### src/rtl/motor_relu_pkg.sv
// Shared widths and FSM state encoding for the motor ReLU layer sequencer.
// Both the sequencer top and its ReLU datapath use these definitions.
package motor_relu_pkg;

  localparam int DATA_W = 32;
  localparam int OUT_W  = DATA_W - 1;
  localparam int CNT_W  = 16;

  typedef logic [1:0] state_t;

  localparam state_t S_IDLE  = 2'd0;
  localparam state_t S_RUN   = 2'd1;
  localparam state_t S_DRAIN = 2'd2;
  localparam state_t S_DONE  = 2'd3;

endpackage

### src/rtl/motor_relu_unit.sv
// Combinational ReLU for ap_fixed two's complement samples: positive values pass
// with the sign bit dropped, zero and negatives (including the most negative) give 0.
module motor_relu_unit #(
  parameter int DATA_W = motor_relu_pkg::DATA_W,
  parameter int OUT_W  = motor_relu_pkg::OUT_W
) (
  input  logic signed [DATA_W-1:0] din,
  output logic        [OUT_W-1:0]  dout,
  output logic                     pos
);

  localparam logic signed [DATA_W-1:0] ZERO = '0;

  function automatic logic is_pos(input logic signed [DATA_W-1:0] x);
    return x > ZERO;
  endfunction

  function automatic logic [OUT_W-1:0] relu(input logic signed [DATA_W-1:0] x);
    logic [OUT_W-1:0] r;
    r = '0;
    if (is_pos(x)) r = x[OUT_W-1:0];
    return r;
  endfunction

  assign pos  = is_pos(din);
  assign dout = relu(din);

endmodule

### src/rtl/motor_relu_layer_seq.sv
// Sequencer that streams N_ELEM elements through the ReLU unit with a single
// output register, counting strictly positive elements per run.
module motor_relu_layer_seq #(
  parameter int N_ELEM = 16,
  parameter int DATA_W = motor_relu_pkg::DATA_W,
  parameter int OUT_W  = motor_relu_pkg::OUT_W
) (
  input  logic                     ap_clk,
  input  logic                     ap_rst,
  input  logic                     ap_start,
  output logic                     ap_idle,
  output logic                     ap_ready,
  output logic                     ap_done,
  input  logic signed [DATA_W-1:0] in_data,
  input  logic                     in_valid,
  output logic                     in_ready,
  output logic        [OUT_W-1:0]  out_data,
  output logic                     out_valid,
  input  logic                     out_ready,
  output logic        [15:0]       pos_count
);

  import motor_relu_pkg::*;

  localparam logic [CNT_W-1:0] LAST_IDX = CNT_W'(N_ELEM - 1);

  state_t           state;
  logic [CNT_W-1:0] elem_cnt;
  logic [CNT_W-1:0] pos_run;

  logic [OUT_W-1:0] relu_p0;
  logic             pos_p0;
  logic [OUT_W-1:0] data_p1;
  logic             vld_p1;

  logic in_hs;
  logic out_hs;

  // Stage p0: input sample through the combinational ReLU
  motor_relu_unit #(
    .DATA_W (DATA_W),
    .OUT_W  (OUT_W)
  ) u_relu (
    .din  (in_data),
    .dout (relu_p0),
    .pos  (pos_p0)
  );

  // The output slot can take a new element whenever it is empty or draining this cycle
  assign in_ready  = (state == S_RUN) && (!vld_p1 || out_ready);
  assign in_hs     = in_valid && in_ready;
  assign out_hs    = vld_p1 && out_ready;

  assign ap_idle   = (state == S_IDLE);
  assign ap_done   = (state == S_DONE);
  assign ap_ready  = (state == S_DONE);
  assign out_data  = data_p1;
  assign out_valid = vld_p1;

  always_ff @(posedge ap_clk or posedge ap_rst) begin
    if (ap_rst) begin
      state     <= S_IDLE;
      elem_cnt  <= '0;
      pos_run   <= '0;
      pos_count <= '0;
    end else begin
      case (state)
        S_IDLE: begin
          if (ap_start) begin
            state    <= S_RUN;
            elem_cnt <= '0;
            pos_run  <= '0;
          end
        end
        S_RUN: begin
          if (in_hs) begin
            elem_cnt <= elem_cnt + 1'b1;
            if (pos_p0) pos_run <= pos_run + 1'b1;
            if (elem_cnt == LAST_IDX) state <= S_DRAIN;
          end
        end
        S_DRAIN: begin
          if (out_hs) state <= S_DONE;
        end
        S_DONE: begin
          pos_count <= pos_run;
          state     <= S_IDLE;
        end
        default: state <= S_IDLE;
      endcase
    end
  end

  // Stage p1: output register; a simultaneous in/out handshake refills with no bubble
  always_ff @(posedge ap_clk or posedge ap_rst) begin
    if (ap_rst) begin
      vld_p1  <= 1'b0;
      data_p1 <= '0;
    end else if (in_hs) begin
      vld_p1  <= 1'b1;
      data_p1 <= relu_p0;
    end else if (out_hs) begin
      vld_p1  <= 1'b0;
    end
  end

endmodule

### config.mk
export PLATFORM = sky130hd
export DESIGN_NAME = motor_relu_layer_seq
export DESIGN_NICKNAME = d
export VERILOG_FILES = /design/src/rtl/motor_relu_pkg.sv /design/src/rtl/motor_relu_unit.sv /design/src/rtl/motor_relu_layer_seq.sv
export SDC_FILE = /design/constraint.sdc
export NUM_CORES = 1
export LEC_CHECK = 0
export BUFFER_PORTS_ARGS = -buffer_cell sky130_fd_sc_hd__buf_4
export CAP_MARGIN = 20
export CORE_MARGIN = 5
export CORE_UTILIZATION = 42
export DETAILED_ROUTE_END_ITERATION = 6
export PLACE_DENSITY_LB_ADDON = 0.15
export SLEW_MARGIN = 40
export SYNTH_ARGS = -nofsm -noshare
export SYNTH_HDL_FRONTEND = slang
export SYNTH_SLANG_ARGS = --single-unit
### constraint.sdc
create_clock -name ap_clk -period 3.2 [get_ports ap_clk]
set_input_delay 0.32 -clock ap_clk [delete_from_list [all_inputs] [get_ports ap_clk]]
set_output_delay 0.32 -clock ap_clk [all_outputs]
set_load 0.1 [all_outputs]
# ---- Yosys cells after proc, flatten, opt, wreduce, memory -nomap -nowiden
# Cells that the tools add are included.
dict set report word_totals {
  ff_bits 82
  latchBits 0
  mem_bits_rw 0
  rom_bits 0
  in_bits 37
  n_memories 0
}
dict set report classes {
  add_sub_neg 2
  n_mul 0
  div_mod_pow 0
  n_lt_le_gt_ge 1
  eq_ne 9
  shift 0
  n_mux 14
  bitwise_logic 0
  n_reduce_logical 11
}
# operator count
set op_table {}
lappend op_table {{$mux 16} 4}
lappend op_table {{$pmux 16 s2} 2}
lappend op_table {{$add 16x1->16 const B} 2}
lappend op_table {{$gt 32x1->1 const B} 1}
lappend op_table {{$mux 31} 1}
lappend op_table {{$eq 16x4->1 const B} 1}
lappend op_table {{$mux 2} 4}
lappend op_table {{$ne 2x2->1 const B} 4}
lappend op_table {{$pmux 2 s4} 1}
lappend op_table {{$reduce_and 4->1} 2}
lappend op_table {{$eq 2x2->1 const B} 2}
lappend op_table {{$reduce_bool 2->1} 2}
lappend op_table {{$logic_and 1x1->1} 3}
lappend op_table {{$reduce_and 3->1} 1}
lappend op_table {{$eq 2x1->1 const B} 1}
lappend op_table {{$logic_not 2->1} 1}
lappend op_table {{$mux 1} 2}
lappend op_table {{$ne 2x1->1 const B} 1}
lappend op_table {{$logic_not 1->1} 1}
lappend op_table {{$logic_or 1x1->1} 1}

# ---- Logic depth before layout (Yosys ltp)
# Gate-level depths: netlist (run 1).
dict set report logic_depth {
  depth_word 6
  ltp_mapped 8
  ltp_nobuf 7
}

# ---- Cells and area by module
# A second synthesis (run 1) with hierarchy kept.
dict set report unflattened {
  hier_cells 384
  area_unflattened_um2 4150.2
}
# module n_inst cells_each area_each_um2 seq_area_each_um2
set by_module_without_submodules {}
lappend by_module_without_submodules {motor_relu_layer_seq 1 339 3868.7 2052.0}
lappend by_module_without_submodules {motor_relu_unit 1 45 281.5 0.0}

# ---- Least setup slack after synthesis (run 1)
# OpenSTA, ideal clock, no wires.
dict set report synth_path {
  path_type {reg2reg}
  from {register state[0]}
  to {register elem_cnt[11]}
  t_arrival_ns 2.630
  required_ns 3.122
  setup_slack_ns 0.493
  stages_incl_launch_ff 8
  n_path_buf 0
  period_less_slack_ns 2.707
  cell_sequence {dfrtp_1 inv_1 ha_1 nor2b_1 a31oi_1 or3_1 or3_2 a21oi_1}
}
dict set report synth_between {
  elab_cells_between_ends 9
}
# element line_no
set synth_lines {}
lappend synth_lines {{start: declaration} motor_relu_layer_seq.sv:27} ;# state_t state;
lappend synth_lines {{start signal: assignment} motor_relu_layer_seq.sv:62} ;# state <= S_IDLE;
lappend synth_lines {{start signal: assignment} motor_relu_layer_seq.sv:70} ;# state <= S_RUN;
lappend synth_lines {{start signal: assignment} motor_relu_layer_seq.sv:79} ;# if (elem_cnt == LAST_IDX) state <= S_DRAIN;
lappend synth_lines {{$logic_not 2->1 *} n/a}
lappend synth_lines {{via ap_idle} motor_relu_layer_seq.sv:11} ;# output logic ap_idle,
lappend synth_lines {{$ne 2x2->1 (no source line) / $reduce_bool 2->1 (equally long branches)} n/a}
lappend synth_lines {{$reduce_and 3->1 (no source line)} n/a}
lappend synth_lines {{end signal: assignment} motor_relu_layer_seq.sv:77} ;# elem_cnt <= elem_cnt + 1'b1;
lappend synth_lines {{end: declaration} motor_relu_layer_seq.sv:28} ;# logic [CNT_W-1:0] elem_cnt;
# Mark *: on every way through the listed nets, which the timed path passes. The rest lies on a longest branch.
# A chain may end at the register's enable or synchronous reset.

# ---- Worst setup path in the final report (run 1)
dict set report layout_path {
  from {register state[1]}
  to {register pos_run[11]}
}
dict set report layout_between {
  elab_chain_cells 5
  elab_cells_between_ends 10
}
# element line_no
set layout_rtl {}
lappend layout_rtl {{$eq 2x1->1} {motor_relu_layer_seq.sv:50, motor_relu_layer_seq.sv:67}}
lappend layout_rtl {{$logic_and 1x1->1} motor_relu_layer_seq.sv:50} ;# assign in_ready = (state == S_RUN) && (!vld_p1 || out_ready);
lappend layout_rtl {{$logic_and 1x1->1} motor_relu_layer_seq.sv:51} ;# assign in_hs = in_valid && in_ready;
lappend layout_rtl {{$ne 2x2->1 (no source line)} n/a}
lappend layout_rtl {{$reduce_and 4->1 (no source line)} n/a}
lappend layout_rtl {{end signal: assignment} motor_relu_layer_seq.sv:78} ;# if (pos_p0) pos_run <= pos_run + 1'b1;
lappend layout_rtl {{end: declaration} motor_relu_layer_seq.sv:29} ;# logic [CNT_W-1:0] pos_run;
# Parallel ways exist; a longest one is shown, timed or not.

==> results.py, run 1 <==
metrics = {
    "timing": {
        "post-route-period-util_pct": 75.87,
        "setup_tns_ns": 0,
        "drv_slew": 0,
        "final-setup-viol-count": 0,
        "rsz0062_at_grt": "no",
        "hold_violations": 0,
        "relSlewSlack_pct": 55.23,
        "max_freq_mhz": 411.9,
        "period_needed_ns": 2.428,
        "worst_pin_slew_ns": 0.6664,
        "finClkSkew_ns": 0.009241,
    },
    "clock_tree": {
        "post_cts_buffers": 0,
        "clock_latency_ns": 0.36,
        "cts_buffers": 9,
        "clock_sinks": 82,
        "hold_buffers": 1,
        "cts_tree": "built",
        "path_clk_slew_ns": 0.09,
        "h-tree-depth": 3,
        "clk_path_buf_depth": 2,
        "root_buffer": "clkbuf_8",
        "ctsResizeCount": 0,
    },
    "worst_setup_path": {
        "worstPathRequired_ns": 3.50,
        "path_class": "reg -> reg",
        "start_kind": "flip-flop",
        "reg2reg_from": "state[1]$_DFFE_PP0P_",
        "crit_start": "state[1]$_DFFE_PP0P_",
        "endpoint_kind": "flip-flop",
        "cp_max_fo": 13,
        "worstPathArrival_ns": 2.73,
    },
    "route": {
        "ant_nets": 0,
        "wl_per_cell_um": 16.33,
        "drt_iter0_markers": 154,
        "vias_per_cell": 5.534,
        "drc_errors": 0,
        "wl_um": 8755,
        "dr_total_vias": 2966,
        "firstDrtPassIters": 4,
    },
    "logic_synthesis": {
        "yosys.area_share.adder_pct": 2.357,
        "synth_xor_area_share_pct": 2.357,
        "synthMuxAreaShare_pct": 5.152,
        "ys_types": 41,
        "synth_fp_nets": 377,
        "synth_compound_area_share_pct": 16.33,
        "synth_area_per_cell_um2": 11.16,
        "netlist_area_um2": 3716,
        "ys_ff_latch": 82,
        "synth_warnings": 0,
        "seq_area_frac_synth_pct": 55.22,
        "async_flop_share_pct": 100.0,
        "yosys.area_share.simple_pct": 15.96,
        "synth_edf_count": 0,
        "synth_top_family_by_area": "compound AO/OA/AOI/OAI gates",
        "synth_cells": 333,
        "synthFlopType": "dfrtp_1",
    },
    "pwr": {
        "p_total_mw": 4.962,
        "leakagePower_nw": 2.271,
        "ir_drop_v": 0.0008367,
        "powerDensity_nw_per_um2": 1048,
    },
    "placed_design": {
        "globalplace.congestion": 0.8083,
        "port_buffers": 88,
        "dp_hpwl_um": 6203,
    },
    "die": {
        "die-area_um2": 10830,
        "die_h_um": 104.1,
        "io_pins": 89,
        "coreArea_um2": 8678,
        "fp.dieW_um": 104.1,
        "placementRows": 34,
        "start_util_pct": 42.82,
    },
    "global_route": {
        "grt_pass1_wl_um": 14990,
        "track_usage_pct": 16.72,
        "antenna_found_initial": 0,
        "grt_start_max_net_pins": 32,
        "overflow": 0,
        "grt_pass1_vias": 3032,
    },
    "worst_hold_path": {
        "min_path_type": "in -> reg",
        "worstHoldStart": "in_data[28]",
    },
    "layout": {
        "num-fill-cells": 783,
        "final_common_cell": "buf_4",
        "n_antenna_cell": 0,
        "final_cell_mix": "buf_4, dfrtp_1, a22o_1",
        "drive_gt1_share_pct": 32.01,
        "finalNetCount": 467,
        "syn2layout_area_growth_pct": 27.41,
    },
    "flow_run": {
        "drv_cap": 0,
    },
    "outcome": {
        "outcome": "complete, no violations",
    },
}
==> final cells by class <==
cell class | instances | area, µm² | area share (%)
inverters | 6 | 23.77 | 0.5021
repair buffers | 97 | 730.7 | 15.43
clock buffers | 11 | 141.4 | 2.986
well taps | 108 | 135.1 | 2.854
clock inverters | 5 | 77.57 | 1.638
flip-flops and latches | 82 | 2052 | 43.34
multi-input cells | 227 | 1574 | 33.25
==> report_power, final <==
part | leakage [nW] | internal (mW) | switching [mW]
sequential | 1.11 | 1.25 | 0.149
clock | 0.109 | 0.458 | 0.370
combinational | 1.05 | 0.625 | 2.11
total | 2.27 | 2.34 | 2.62
==> metal layers <==
metal | share of wire, % | track usage, % | vias up
li1 | - | - | 1426
met3 | 6.5 | 4.780 | 13
met1 | 49 | 23.72 | 1438
met2 | 43 | 24.18 | 89
met4 | 1.7 | 6.383 | 0
met5 | 0 | 0 | -
==> flip-flops by register name, summed over array words and instances, names as in the netlist <==
signal / flops
elem_cnt: 16
out_data: 31
out_valid: 1
pos_count: 16
pos_run: 16
state: 2
==> worst max-delay path: stages (launching register included) <==
cell,delay (ns)
dfrtp_1,0.40
inv_1,0.12
ha_1,0.45
and3_1,0.32
o2111a_1,0.41
buf_4,0.24
nor4b_1,0.28
a211o_1,0.14
==> synthesized netlist by cell type, types with 2 or more instances <==
cell	count	area share (%)
clkbuf_1	13	1.3
o21ai_0	12	1.6
nand2b_1	4	0.67
nand4_1	7	1.2
inv_1	6	0.61
a22o_1	34	8.0
nor3_1	5	0.67
nand2_1	24	2.4
buf_2	3	0.40
nor2_1	16	1.6
a21oi_1	13	1.8
mux2_2	17	5.2
nor4_1	16	2.7
or4_1	2	0.40
ha_1	7	2.4
and4_1	3	0.71
nor2b_1	2	0.34
nor4b_1	4	0.94
and3_1	6	1.0
and2_1	2	0.34
a41oi_1	4	0.94
nand3_1	13	1.8
xnor2_1	10	2.4
dfrtp_1	82	55
or3_1	2	0.34
a211o_1	2	0.47
a31oi_1	10	1.7
==> through the flow <==
| stage | instances | area, µm² | hold WS [ns] | setup slack (ns) | util (%) |
|---|---|---|---|---|---|
| 2_1_floorplan | 333 | 3716 | 0.4527 | 0.4927 | - |
| 3_3_place_gp | 519 | 4501 | 0.3473 | 0.9489 | 51.86 |
| 3_5_place_dp | 519 | 4501 | 0.3517 | 0.8240 | 51.86 |
| 4_1_cts | 536 | 4730 | 0.1720 | 0.8130 | 54.50 |
| 5_1_grt | 536 | 4735 | 0.1783 | 0.5642 | 54.56 |
| 6_report | 536 | 4735 | 0.1871 | 0.7721 | 54.56 |
==> cells by family after synthesis <==
family | count (synthesis)
AOI/OAI and AO/OA | 83
xor gates and xnor gates | 10
adders and majority gates | 7
buffers and inverters | 24
DFF | 82
muxes | 17
and+or+nand+nor | 110
==> worst paths after layout <==
check                                            to  slack [ns]  cells past startpoint
hold reg to reg             pos_run[14]$_DFFE_PP0P_        0.51                      1
setup / recovery            pos_run[11]$_DFFE_PP0P_        0.77                      7
max in group asynchronous  out_data[19]$_DFFE_PP0P_        1.94                      4
hold / removal             out_data[28]$_DFFE_PP0P_        0.19                      2
min in group asynchronous  pos_count[9]$_DFFE_PP0P_        0.51                      3
setup reg to reg            pos_run[11]$_DFFE_PP0P_        0.77                      7
Note: power is estimated with default switching activity, not from simulation.
==> run 2, diff against run 1 <==
==> constraint.sdc (replaced) <==
create_clock -name ap_clk -period 2.1 [get_ports ap_clk]
set_input_delay 0.21 -clock ap_clk [delete_from_list [all_inputs] [get_ports ap_clk]]
set_output_delay 0.21 -clock ap_clk [all_outputs]
set_load 0.1 [all_outputs]
==> run 2 against run 1 <==
Against the previous run: maximum frequency is 20% higher; first-iteration DRC count is 42% lower; clock-buffer cell count stayed put; total power is 51% higher; combinational power is 56% higher; core utilization is 1.2 points higher; clock skew is 0.0014 ns lower; setup slack worse by 0.69 ns; critical path depth is 1 higher; critical path type unchanged; largest power group unchanged.
==> results.py, run 2 (same netlist as run 1, synthesis figures left out) <==
metrics = {
    "outcome": {
        "outcome": "complete, no violations",
    },
    "worst_setup_path": {
        "endpoint_kind": "flip-flop",
        "slowest_delay_ns": 0.47,
        "worstPathRequired_ns": 2.38,
        "reg2reg_from": "state[1]$_DFFE_PP0P_",
        "start_kind": "flip-flop",
        "path_cells": "inv_2, buf_4, ha_4, nor2b_4, a31oi_1, or3_4, or3_2, a21oi_2",
        "r2r_cells": 8,
        "crit_start": "state[1]$_DFFE_PP0P_",
        "path_class": "reg -> reg",
        "worstPathArrival_ns": 2.30,
        "r2r_setup_slack_ns": 0.08,
        "crit-reg2reg-capture": "elem_cnt[11]$_DFFE_PP0P_",
        "crit_slowest_cell": "or3_2",
        "cp_max_fo": 5,
    },
    "worst_hold_path": {
        "whs_path_depth": 2,
        "worstHoldStart": "in_data[26]",
        "hold-path-endpoint": "out_data[26]$_DFFE_PP0P_",
        "min_path_type": "in -> reg",
    },
    "pwr": {
        "seqPwrFrac_pct": 28.7,
        "clockPowerShare_pct": 14.6,
        "netSwitchingFraction_pct": 53.53,
        "p_int_mw": 3.487,
        "p_sw_mw": 4.018,
        "ir_drop_v": 0.001134,
        "powerDensity_nw_per_um2": 1552,
        "p_comb_share_pct": 56.7,
        "leakagePower_nw": 2.301,
        "p_total_mw": 7.505,
    },
    "timing": {
        "period_needed_ns": 2.022,
        "setup_tns_ns": 0,
        "rsz0062_at_grt": "yes",
        "worst_pin_slew_ns": 0.6699,
        "post-route-period-util_pct": 96.31,
        "layout_setup_ws_ns": 0.07756,
        "drv_slew": 0,
        "final-setup-viol-count": 0,
        "hold_violations": 0,
        "max_freq_mhz": 494.5,
        "finClkSkew_ns": 0.007814,
        "relSlewSlack_pct": 55.23,
        "hold_ws_ns": 0.08867,
    },
    "layout": {
        "finalNonFillerCells": 543,
        "largest_reg_flops": 31,
        "final_common_cell": "buf_4",
        "syn2layout_area_growth_pct": 30.13,
        "n_antenna_cell": 0,
        "finalNetCount": 474,
        "finish.instance_area_um2": 4836,
        "fin_util_pct": 55.72,
        "final_cell_mix": "buf_4, dfrtp_1, a22o_1",
        "drive_gt1_share_pct": 35.17,
    },
    "clock_tree": {
        "h-tree-depth": 3,
        "cts_tree": "built",
        "clock_latency_ns": 0.34,
        "cts_buffers": 9,
        "path_clk_slew_ns": 0.08,
        "post_cts_buffers": 0,
        "clock_sinks": 82,
        "root_buffer": "clkbuf_8",
        "clk_path_buf_depth": 2,
    },
    "placed_design": {
        "globalplace.congestion": 0.8059,
        "dp_hpwl_um": 6243,
        "place_area_um2": 4586,
        "port_buffers": 88,
        "dp_slack_ns": -0.1485,
        "dp_cells": 525,
    },
    "route": {
        "drt_iter0_markers": 90,
        "wl_per_cell_um": 16.06,
        "dr_total_vias": 3014,
        "ant_nets": 0,
        "vias_per_cell": 5.551,
        "wl_um": 8722,
        "drc_errors": 0,
        "firstDrtPassIters": 4,
    },
    "global_route": {
        "overflow": 0,
        "grt_start_max_net_pins": 35,
        "track_usage_pct": 16.39,
        "antenna_found_initial": 0,
        "grt_pass1_wl_um": 14860,
        "grt_pass1_vias": 3075,
    },
    "die": {
        "fp.dieW_um": 104.1,
        "start_util_pct": 42.82,
        "io_pins": 89,
        "die-area_um2": 10830,
        "die_h_um": 104.1,
        "coreArea_um2": 8678,
        "placementRows": 34,
    },
    "flow_run": {
        "drv_cap": 0,
    },
}
-- run 2: routing by layer --
metal	track usage (%)	wire, µm	vias to the layer above	share of wire (%)
li1	-	-	1446	-
met1	22.69	4000	1454	46
met2	23.95	3910	101	45
met3	4.780	671	13	7.7
met4	6.938	140	0	1.6
met5	0	0	-	0
-- run 2: how the worst max path moves through the flow --
| stage | endpoint | slack (ns) | cells after the start |
|---|---|---|---|
| after floorplan | elem_cnt[11]$_DFFE_PP0P_ | -0.11 | 7 |
| after global placement | pos_run[5]$_DFFE_PP0P_ | -0.07 | 6 |
| after detailed placement | pos_run[4]$_DFFE_PP0P_ | -0.15 | 6 |
| after CTS | elem_cnt[11]$_DFFE_PP0P_ | 0.01 | 8 |
| after global routing | elem_cnt[11]$_DFFE_PP0P_ | -0.04 | 8 |
| final | elem_cnt[11]$_DFFE_PP0P_ | 0.08 | 8 |
-- run 2: cell type report --
cell class / instances / area (µm²)
Fill cell: 775 / 3842
Sequential cell: 82 / 2053
Multi-Input combinational cell: 227 / 1619
Timing Repair Buffer: 104 / 815.8
Tap cell: 108 / 135.1
Clock buffer: 11 / 131.4
Clock inverter: 5 / 55.05
Inverter: 6 / 26.28
-- run 2: power by group through the flow --
stage,combinational (mW),clock [mW],sequential [mW]
6_report,4.25,1.10,2.15
5_1_grt,4.47,1.20,2.20
4_1_cts,4.26,1.13,2.15
3_5_place_dp,4.27,0,2.15
3_3_place_gp,4.22,0,2.17
2_1_floorplan,1.31,0,4.14
-- run 2: critical path: cells and delay by family, from the launching register on --
family	cells	cell delay [ns]
buffers and inverters	2	0.20
AOI/OAI and AO/OA	2	0.18
DFF	1	0.42
adders and majority gates	1	0.15
and+or+nand+nor	3	1.00
-- run 2: timing repair --
item	4_1_cts	5_1_grt
resized for setup	2	6
endpoints found under the hold margin	0	8
hold buffers	0	1
pin swaps	0	1
endpoints found under the setup margin	12	12
==> run 3, diff against run 2 <==
--- a/config.mk
+++ b/config.mk
@@ -5,10 +5,12 @@
 export SDC_FILE = /design/constraint.sdc
 export NUM_CORES = 1
 export LEC_CHECK = 0
+export ABC_AREA = 1
 export BUFFER_PORTS_ARGS = -buffer_cell sky130_fd_sc_hd__buf_4
 export CAP_MARGIN = 20
 export CORE_MARGIN = 5
 export CORE_UTILIZATION = 42
+export CTS_CLUSTER_DIAMETER = 30
 export DETAILED_ROUTE_END_ITERATION = 6
 export PLACE_DENSITY_LB_ADDON = 0.15
 export SLEW_MARGIN = 40
==> run 3 against run 2 <==
Against the previous run: area after synthesis grew 15%; critical path depth shrank 2; total power grew 12%; non-clock buffer count shrank 3; clock-buffer cell count shrank 1; combinational power grew 18%; clock power grew 5%; highest routed layer unchanged; design area grew 10%; sequential power grew 4%; flip-flop and latch count is the same.
==> results.py, run 3 <==
metrics = {
    "outcome": {
        "outcome": "complete, no violations",
    },
    "pwr": {
        "powerDensity_nw_per_um2": 1577,
        "ir_drop_v": 0.001065,
        "leakagePower_nw": 2.579,
    },
    "logic_synthesis": {
        "synth_edf_count": 0,
        "yosys.area.top_type": "dfrtp_1",
        "synth_common_cells": "nand2_1, dfrtp_1, nor2_1",
        "synth_area_leaders": "dfrtp_1, nand2_1, nor2_1",
        "yosysMostFrequentCell": "nand2_1",
        "netlist_area_um2": 4289,
        "synth_warnings": 0,
        "synth_area_per_cell_um2": 7.884,
        "synth_fp_nets": 588,
        "synthFlopType": "dfrtp_1",
        "seq_area_frac_synth_pct": 47.84,
        "yosysTopAreaCellShare_pct": 47.84,
        "async_flop_share_pct": 100.0,
        "synth_cells": 544,
        "ys_ff_latch": 82,
        "ys_types": 35,
    },
    "route": {
        "drc_errors": 0,
        "vias_per_cell": 4.867,
        "drt_iter0_markers": 211,
        "firstDrtPassIters": 5,
        "wl_um": 10150,
        "ant_nets": 0,
        "dr_total_vias": 3757,
        "wl_per_cell_um": 13.15,
    },
    "worst_setup_path": {
        "crit_slowest_cell": "dfrtp_1",
        "crit_family": "buffers and inverters",
        "crit_path_frequent_cell": "inv_1",
        "slowest_delay_ns": 0.42,
        "path_cells": "inv_1, ha_1, inv_1, buf_4, a21oi_2, buf_6",
        "path_class": "reg -> out",
        "crit_buf_inv": 4,
        "cp_max_fo": 10,
        "start_kind": "flip-flop",
        "worstPathArrival_ns": 1.75,
        "worstPathRequired_ns": 1.89,
        "endpoint_kind": "output pin",
    },
    "global_route": {
        "track_usage_pct": 16.99,
        "grt_pass1_vias": 3731,
        "grt_pass1_wl_um": 17470,
        "antenna_found_initial": 0,
        "overflow": 0,
        "grt_start_max_net_pins": 36,
    },
    "layout": {
        "fin_util_pct": 54.08,
        "n_antenna_cell": 0,
        "finalNetCount": 678,
        "final_cell_mix": "nand2_1, buf_4, dfrtp_1",
        "syn2layout_area_growth_pct": 24.39,
        "final_common_cell": "nand2_1",
        "largest_reg_flops": 31,
        "drive_gt1_share_pct": 24.26,
    },
    "clock_tree": {
        "root_buffer": "clkbuf_8",
        "h-tree-depth": 3,
        "clock_sinks": 82,
        "path_clk_slew_ns": 0.09,
        "cts_buffers": 9,
        "cts_tree": "built",
        "clk_path_buf_depth": 2,
        "clock_latency_ns": 0.35,
    },
    "timing": {
        "period_needed_ns": 1.961,
        "setup_tns_ns": 0,
        "finClkSkew_ns": 0.01360,
        "layout_setup_ws_ns": 0.1387,
        "post-route-period-util_pct": 93.39,
        "hold_violations": 0,
        "rsz0062_at_grt": "no",
        "final-setup-viol-count": 0,
        "relSlewSlack_pct": 61.47,
        "max_freq_mhz": 509.9,
        "drv_slew": 0,
        "worst_pin_slew_ns": 0.5766,
    },
    "flow_run": {
        "drv_cap": 0,
    },
    "die": {
        "coreArea_um2": 9864,
        "placementRows": 36,
        "start_util_pct": 43.48,
        "die-area_um2": 12330,
        "io_pins": 89,
        "die_h_um": 111.1,
        "fp.dieW_um": 111.1,
    },
    "worst_hold_path": {
        "min_path_type": "in -> reg",
    },
    "placed_design": {
        "dp_hpwl_um": 7472,
        "port_buffers": 88,
        "globalplace.congestion": 0.8692,
        "dp_slack_ns": 0.2264,
    },
}
## run 3: layer usage
metal / track usage (%) / share of wire (%) / vias to the layer above
li1: - / - / 1921
met2: 25.85 / 44 / 102
met5: 0 / 0 / -
met4: 3.974 / 0.88 / 0
met1: 23.30 / 47 / 1725
met3: 6.114 / 7.6 / 9
## run 3: cell families (layout without fill, tap and decap cells)
group / after synthesis / in the layout / share of synthesized area, %
XOR/XNOR: 7 / 7 / 1.429
AND/OR/NAND/NOR: 302 / 302 / 30.31
flip-flops: 82 / 82 / 47.84
buffers and inverters: 67 / 162 / 7.059
multiplexers: 5 / 5 / 1.313
AO/OA/AOI/OAI: 74 / 74 / 10.01
adder cells (fa/ha/maj): 7 / 7 / 2.042
## run 3: worst min-delay path: cells and delay by family
family | cells | cell delay (ns)
AOI/OAI and AO/OA | 1 | 0.07
buffers and inverters | 1 | 0.11
and+or+nand+nor | 1 | 0.05
## run 3: worst paths after layout
path                                    startpoint  slack (ns)                  endpoint  depth (start not counted)
setup reg to reg              state[1]$_DFFE_PP0P_        0.22   elem_cnt[9]$_DFFE_PP0P_                          7
max in group asynchronous                   ap_rst        1.15  out_data[18]$_DFFE_PP0P_                          4
hold / removal                         in_data[11]        0.13  out_data[11]$_DFFE_PP0P_                          3
min in group asynchronous                   ap_rst        0.43  pos_count[5]$_DFFE_PP0P_                          3
setup / recovery              state[1]$_DFFE_PP0P_        0.14                  in_ready                          6
hold reg to reg            pos_run[13]$_DFFE_PP0P_        0.49   pos_run[13]$_DFFE_PP0P_                          2
## run 3: what timing repair did
item / 4_1_cts / 5_1_grt
hold buffers: 1 / 0
setup endpoints to repair: 0 / 1
hold endpoints to repair: 16 / 0
gates resized for setup: 0 / 1
setup buffers: 0 / 0
## run 3: metrics by stage
| step | instance area (µm²) | hold WS, ns | power [mW] | std cells |
|---|---|---|---|---|
| after global placement | 5090 | 0.3720 | 7.230 | 754 |
| after detailed placement | 5090 | 0.3784 | 7.298 | 754 |
| after floorplan | 4302 | 0.3664 | 6.277 | 544 |
| final | 5335 | 0.1341 | 8.411 | 772 |
| after CTS | 5304 | 0.1186 | 8.485 | 771 |
| after global routing | 5335 | 0.1260 | 8.876 | 772 |
## run 3: power by group
| part | switching [mW] | internal [mW] | total [mW] |
|---|---|---|---|
| logic | 3.99 | 1.03 | 5.02 |
| registers | 0.257 | 1.97 | 2.23 |
| clock network | 0.581 | 0.582 | 1.16 |
| total | 4.83 | 3.58 | 8.41 |
## run 3: area by class of cell
cell class / count / area, µm²
Clock buffer: 10 / 137.6
Clock inverter: 6 / 66.31
Fill cell: 962 / 4529
Inverter: 45 / 172.7
Multi-Input combinational cell: 395 / 1943
Sequential cell: 82 / 2052
Tap cell: 133 / 166.4
Timing Repair Buffer: 101 / 797.0
